## src/rtl/uart_tx_arbiter.sv

```systemverilog
// uart_tx_arbiter: shares one byte-wide UART transmit serializer between two
// message sources. A requester owns the serializer for a whole message
// (through its last byte); contention is settled round-robin, and a stall
// watchdog revokes ownership from an owner that stops offering bytes.
//
// Ports:
//   clk, reset              system clock, synchronous active-high reset
//   req0_valid/data/last    requester 0 byte stream
//   req0_ready              requester 0 byte accepted this cycle
//   req1_valid/data/last    requester 1 byte stream
//   req1_ready              requester 1 byte accepted this cycle
//   tx_valid/tx_data        byte offered to the serializer (owner pass-through)
//   tx_ready                serializer can start a frame
//   grant                   one-hot current owner, 2'b00 when none
//   busy                    a grant is held
//   abort                   one-cycle pulse on a watchdog release
module uart_tx_arbiter #(
    parameter int unsigned      CNT_W   = 20,
    parameter logic [CNT_W-1:0] TIMEOUT = 20'd104210
) (
    input  logic       clk,
    input  logic       reset,
    input  logic       req0_valid,
    input  logic [7:0] req0_data,
    input  logic       req0_last,
    output logic       req0_ready,
    input  logic       req1_valid,
    input  logic [7:0] req1_data,
    input  logic       req1_last,
    output logic       req1_ready,
    output logic       tx_valid,
    output logic [7:0] tx_data,
    input  logic       tx_ready,
    output logic [1:0] grant,
    output logic       busy,
    output logic       abort
);

    // Stall count at which the owner is released (TIMEOUT stalled cycles).
    localparam logic [CNT_W-1:0] EXPIRE  = TIMEOUT - CNT_W'(1);
    localparam logic [CNT_W-1:0] CNT_MAX = {CNT_W{1'b1}};

    // State encoding doubles as the one-hot owner id.
    typedef enum logic [1:0] {
        IDLE = 2'b00,
        OWN0 = 2'b01,
        OWN1 = 2'b10
    } state_t;

    state_t           state;
    state_t           state_nxt;
    logic [CNT_W-1:0] stall_cnt;
    logic [CNT_W-1:0] stall_cnt_nxt;
    // One-hot id of the last requester served; 2'b00 means no history,
    // in which case requester 0 wins a tie.
    logic [1:0]       rr_last;
    logic [1:0]       rr_last_nxt;
    logic             abort_nxt;
    logic             owner_last;

    // State register plus registered status outputs.
    always_ff @(posedge clk) begin
        if (reset) begin
            state     <= IDLE;
            stall_cnt <= '0;
            rr_last   <= 2'b00;
            grant     <= 2'b00;
            busy      <= 1'b0;
            abort     <= 1'b0;
        end else begin
            state     <= state_nxt;
            stall_cnt <= stall_cnt_nxt;
            rr_last   <= rr_last_nxt;
            grant     <= 2'(state_nxt);
            busy      <= (state_nxt != IDLE);
            abort     <= abort_nxt;
        end
    end

    // Next-state, round-robin pointer and stall watchdog.
    always_comb begin
        state_nxt     = state;
        stall_cnt_nxt = stall_cnt;
        rr_last_nxt   = rr_last;
        abort_nxt     = 1'b0;
        unique case (state)
            IDLE: begin
                stall_cnt_nxt = '0;
                if (req0_valid && req1_valid) begin
                    state_nxt = (rr_last == 2'b01) ? OWN1 : OWN0;
                end else if (req0_valid) begin
                    state_nxt = OWN0;
                end else if (req1_valid) begin
                    state_nxt = OWN1;
                end
            end
            OWN0, OWN1: begin
                if (tx_valid) begin
                    // Owner is offering a byte: not a stall, even if the
                    // serializer is still busy.
                    stall_cnt_nxt = '0;
                    if (tx_ready && owner_last) begin
                        state_nxt   = IDLE;
                        rr_last_nxt = 2'(state);
                    end
                end else if (stall_cnt >= EXPIRE) begin
                    state_nxt     = IDLE;
                    rr_last_nxt   = 2'(state);
                    abort_nxt     = 1'b1;
                    stall_cnt_nxt = '0;
                end else if (stall_cnt != CNT_MAX) begin
                    stall_cnt_nxt = stall_cnt + CNT_W'(1);
                end
            end
            default: begin
                state_nxt     = IDLE;
                stall_cnt_nxt = '0;
            end
        endcase
    end

    // Owner pass-through to the serializer.
    always_comb begin
        tx_valid   = 1'b0;
        tx_data    = 8'h00;
        req0_ready = 1'b0;
        req1_ready = 1'b0;
        owner_last = 1'b0;
        unique case (state)
            OWN0: begin
                tx_valid   = req0_valid;
                tx_data    = req0_data;
                req0_ready = tx_ready;
                owner_last = req0_last;
            end
            OWN1: begin
                tx_valid   = req1_valid;
                tx_data    = req1_data;
                req1_ready = tx_ready;
                owner_last = req1_last;
            end
            default: begin
                tx_valid   = 1'b0;
                tx_data    = 8'h00;
                req0_ready = 1'b0;
                req1_ready = 1'b0;
                owner_last = 1'b0;
            end
        endcase
    end

endmodule
```

## config.mk

```make
export PLATFORM = sky130hd
export DESIGN_NAME = uart_tx_arbiter
export DESIGN_NICKNAME = d
export VERILOG_FILES = /design/src/rtl/uart_tx_arbiter.sv
export SDC_FILE = /design/constraint.sdc
export NUM_CORES = 1
export LEC_CHECK = 0
export CORE_MARGIN = 2
export CORE_UTILIZATION = 55
export DETAILED_ROUTE_END_ITERATION = 10
export DONT_BUFFER_PORTS = 1
export PLACE_DENSITY_LB_ADDON = 0.1
export SLEW_MARGIN = 30
export SYNTH_ARGS = -nofsm -noshare
export SYNTH_HDL_FRONTEND = slang
export SYNTH_SLANG_ARGS = --single-unit
```

## constraint.sdc

```tcl
create_clock -name clk -period 1.7 [get_ports clk]
set_input_delay 0.17 -clock clk [delete_from_list [all_inputs] [get_ports clk]]
set_output_delay 0.17 -clock clk [all_outputs]
set_load 0.05 [all_outputs]
```

Yosys cells after proc, flatten, opt, wreduce, memory -nomap -nowiden
Index checks and enable logic that the tools add are counted.
W data, S select, Z words.
{"block": "totals", "out_inout_bits": 15, "in_bits": 23, "regBits": 26, "word_cells": 39}
{"block": "op_classes", "magnitude_cmp": 1, "reduce_logical": 9, "bitwise": 1, "n_eq_ne": 5, "n_addsub": 1, "n_mux": 17}
{"op": "$add A20 B1 Y20 const B", "n": 1}
{"op": "$ge A20 B17 Y1 const B", "n": 1}
{"op": "$mux W2", "n": 10}
{"op": "$ne A20 B20 Y1 const B", "n": 1}
{"op": "$pmux W8 S2", "n": 1}
{"op": "$eq A2 B1 Y1 const B", "n": 2}
{"op": "$pmux W1 S2", "n": 2}
{"op": "$pmux W2 S2", "n": 1}
{"op": "$reduce_bool A2 Y1", "n": 2}
{"op": "$reduce_or A4 Y1", "n": 1}
{"op": "$mux W1", "n": 3}
{"op": "$reduce_and A3 Y1", "n": 1}
{"op": "$reduce_or A3 Y1", "n": 1}
{"op": "$eq A2 B2 Y1 const B", "n": 1}
{"op": "$logic_and A1 B1 Y1", "n": 2}
{"op": "$logic_not A2 Y1", "n": 1}
{"op": "$ne A2 B1 Y1 const B", "n": 1}
{"op": "$reduce_or A2 Y1", "n": 1}
{"op": "$not A1 Y1", "n": 1}

Logic depth before layout (Yosys ltp)
{"block": "logic_depth", "ltp_word": 7, "ltp_mapped": 8, "depth_no_buf": 7}

Least setup slack after synthesis
Ideal clock, no wire load.
{"block": "synth_path", "path_type": "register -> register", "from": "register state[0]", "to": "register state[0]", "setup_ps": 76, "t_required_ps": 1624, "stages_incl_launch_ff": 7, "setup_slack_ps": -791, "arrival_time_ps": 2415, "synth_period_minus_slack_ps": 2491, "cell_sequence": "dfxtp_1 -> inv_1 -> ha_1 -> nor2b_1 -> nor2b_1 -> o21ai_0 -> a21boi_0"}
{"block": "synth_between", "elab_cells_between_ends": 14, "classes_between": "2 x eq/ne; 9 x mux; 3 x reduce/logical"}
{"item": "start: declaration", "line": "50", "source": "state_t state;"}
{"item": "start signal: assignment", "line": "71", "source": "state <= state_nxt;"}
{"item": "$eq A2 B2 Y1 or $eq A2 B1 Y1 (tied branches)", "line": "129", "source": "unique case (state)"}
{"item": "$pmux W1 S2 *", "line": "129"}
{"item": "via tx_valid", "line": "31", "source": "output logic tx_valid,"}
{"item": "$mux W2 *", "line": "98", "source": "if (tx_valid) begin"}
{"item": "$pmux W2 S2 *", "line": "86", "source": "unique case (state)"}
Mark *: on every way through the listed nets, which the timed path passes. The rest lies on a longest branch.
A chain may end at the register's enable or synchronous reset.

Worst setup path in the final report
{"block": "layout_path", "from": "register state[1]", "to": "output port tx_data[2]"}
{"block": "layout_between", "elab_chain_cells": 2, "elab_cells_between_ends": 3, "classes_between": "2 x eq/ne; 1 x mux"}
{"item": "$eq A2 B2 Y1 or $eq A2 B1 Y1 (tied branches)", "line": "129"}
{"item": "$pmux W8 S2 *", "line": "129"}
{"item": "end: declaration", "line": "32", "source": "output logic [7:0] tx_data,"}
Mark *: on every way between the ends. The rest lies on a longest branch, timed or not.

==> impl_metrics.yaml <==
global_route:
  grt_usage: 0.2691
  grt_pass1_vias: 1437
  grt_first_pass_wirelength_um: 6879
  overflow: 0
  antenna_found_initial: 0
  grt_max_degree: 15
synthesis:
  avgSynthCellArea_um2: 8.651
  async_flop_share: 0
  ys.flop_type: "dfxtp_1"
  synth-seq-area-share: 0.3458
  synth_top_area_frac: 0.3458
  synth_warnings: 0
  synthTopCellsByArea: "dfxtp_1 (35%), xnor2_1 (7.0%), ha_1 (5.8%)"
  synth_seq_cells: 26
  ys_types: 43
  synth-edff-count: 0
  netlist_area_mm2: 0.001505
  synth_top_area_cell: "dfxtp_1"
  synthCells: 174
cells_and_area:
  antenna_cells: 0
  drive_gt1_frac: 0.4977
  nFillCells: 101
  nets: 250
  finish.instance_area_mm2: 0.002320
  syn_to_final_growth_pct: 54.11
clock_tree:
  cts_buffers: 3
  cts_max_level: 1
  clockBufferDepth: 2
  cts_tree: "built"
  clkSinkCount: 26
  cts_root_buffer: "clkbuf_4"
  clock_latency_ns: 0.32
  clk_pin_slew_ns: 0.14
timing:
  finalHoldViolCount: 0
  finalSetupViolCount: 18
  whs_ns: 0.01141
  clock_skew_ns: 0.006019
  max_slew.worst_pin.slew_ns: 0.5520
  tns_ns: -0.8140
  period_needed_ns: 1.787
  period_share: 1.051
  drv_slew: 0
  fmax_mhz: 559.6
  setup_ws_ns: -0.08711
  rsz0062_at_grt: "true"
  slew_headroom: 0.6281
floorplan:
  die_height_um: 56.32
  die_w_um: 56.32
  core_mm2: 0.002545
  initial_core_util: 0.5914
  die-area_mm2: 0.003171
  io_pins: 38
  core.rowCount: 18
power_and_ir_drop:
  p_leak_nw: 0.8378
  powerDensity_mw_per_mm2: 571.9
  ir_drop_v: 0.0005740
placed_design:
  port_buffers: 0
  gp_congestion: 0.8259
  post-place-ws_ns: -0.09293
  dpl_cell_area_mm2: 0.001891
  hpwl_um: 2689
worst_setup_path:
  cp_top_family: "buffers and inverters"
  crit_path_top_delay_cell: "dfxtp_4"
  crit_top_cell: "buf_6"
  crit_chain: "inv_4 > buf_6 > ha_4 > buf_6 > nor2b_4 > buf_12"
  arrival_ns: 1.62
  end_kind: "output port"
  max_stage_delay_ns: 0.41
  cp_max_fo: 8
  crit_path_start_kind: "flip-flop"
  cp.required_ns: 1.53
  crit_buf_inv: 4
  timing_worst_setup_path_type: "flip-flop to output port"
outcome:
  violations: "setup timing"
  status: "finished, violations left"
drt:
  routedWlPerCell_um: 22.12
  drtIter0Drc: 102
  dr_total_vias: 1646
  drt_drc_violations_left: 0
  drt-pass1-iter-count: 4
  wl_um: 5509
  vias_per_cell: 6.610
  antenna_left: 0
flow_run:
  drv_cap: 0
hold_path:
  hold_path.class: "input port to flip-flop"
==> cells by family (layout without fill, tap and decap cells) <==
family,Yosys count,after routing,synth area share
compound gates,40,40,0.1895
xor+xnor,13,13,0.07564
fa+ha+maj,7,7,0.05819
buf+inv,12,55,0.03990
flops,26,26,0.3458
mux,1,1,0.006650
other cells,1,3,0.002491
simple gates,74,74,0.2818
==> Yosys cell counts (3+ instances only) <==
cell type	number
dfxtp_1	26
nor2_1	20
nand2_1	12
nor2b_1	12
xnor2_1	12
a22oi_1	10
o21ai_0	8
ha_1	7
a21oi_1	6
inv_1	6
nand3_1	5
a211oi_1	4
nor3_1	4
a211oi_2	3
buf_2	3
nand2b_1	3
==> area by class of cell <==
| type | count | area, um^2 | share of cell area |
|---|---|---|---|
| Inverter | 6 | 25.02 | 0.01079 |
| Clock buffer | 4 | 36.28 | 0.01564 |
| Tap cell | 30 | 37.54 | 0.01618 |
| Timing Repair Buffer | 45 | 505.5 | 0.2179 |
| Multi-Input combinational cell | 138 | 1174 | 0.5059 |
| Sequential cell | 26 | 541.8 | 0.2335 |
==> sequential cells by signal, summed over array words and instances (netlist names) <==
name and cells:
stall_cnt 20, abort 1, rr_last 2, state 2
busy 1
==> final timing paths <==
| check | from | end | slack (ns) | cells after the start |
|---|---|---|---|---|
| min | reset | rr_last[1]$_SDFFE_PP0P_ | 0.01 | 2 |
| max | state[1]$_SDFF_PP0_ | tx_data[2] | -0.09 | 6 |
| max reg2reg | state[1]$_SDFF_PP0_ | rr_last[0]$_SDFFE_PP0P_ | -0.08 | 7 |
| min reg2reg | rr_last[1]$_SDFFE_PP0P_ | rr_last[1]$_SDFFE_PP0P_ | 0.55 | 2 |
==> stage by stage <==
step | utilization | power [mW] | instances
after floorplan | - | 0.8364 | 176
after global placement | 0.7429 | 0.9177 | 230
after detailed placement | 0.7429 | 0.9235 | 230
after CTS | 0.8328 | 1.291 | 238
after global routing | 0.9115 | 1.366 | 249
final | 0.9115 | 1.327 | 249
==> where the power goes <==
part           leakage, nW  switching (mW)  internal [mW]  total [mW]
sequential           0.218          0.0331          0.623       0.656
clock               0.0210           0.180          0.131       0.311
combinational        0.599           0.192          0.168       0.359
total                0.838           0.404          0.922        1.33
==> layout by cell type, fill, tap and decap left out, types with 3 or more instances in the layout <==
cell type / instances
a211oi_1: 4
a211oi_2: 3
a21oi_1: 5
a22oi_2: 9
buf_12: 9
buf_4: 22
buf_6: 12
clkbuf_4: 3
conb_1: 3
dfxtp_1: 15
dfxtp_2: 8
dfxtp_4: 3
ha_4: 3
inv_1: 3
nand2_1: 12
nand2b_1: 3
nand3_1: 4
nor2_1: 15
nor2_2: 5
nor2b_4: 9
nor3_1: 4
o21ai_0: 7
xnor2_1: 12
==> per-layer routing <==
metal | routed length (um) | up-vias | track usage
met5 | 0 | - | 0
met2 | 2831 | 101 | 0.4639
met1 | 2091 | 818 | 0.3467
li1 | - | 703 | -
met4 | 177 | 0 | 0.05442
met3 | 409 | 24 | 0.05760
==> timing repair <==
item | in CTS | in global routing
pin swaps | 13 | 14
hold endpoints to repair | 1 | 0
hold buffers | 1 | 0
resized for setup | 36 | 36
setup endpoints to repair | 29 | 32
setup buffers | 3 | 12
Power figures use the tool's default switching activity.
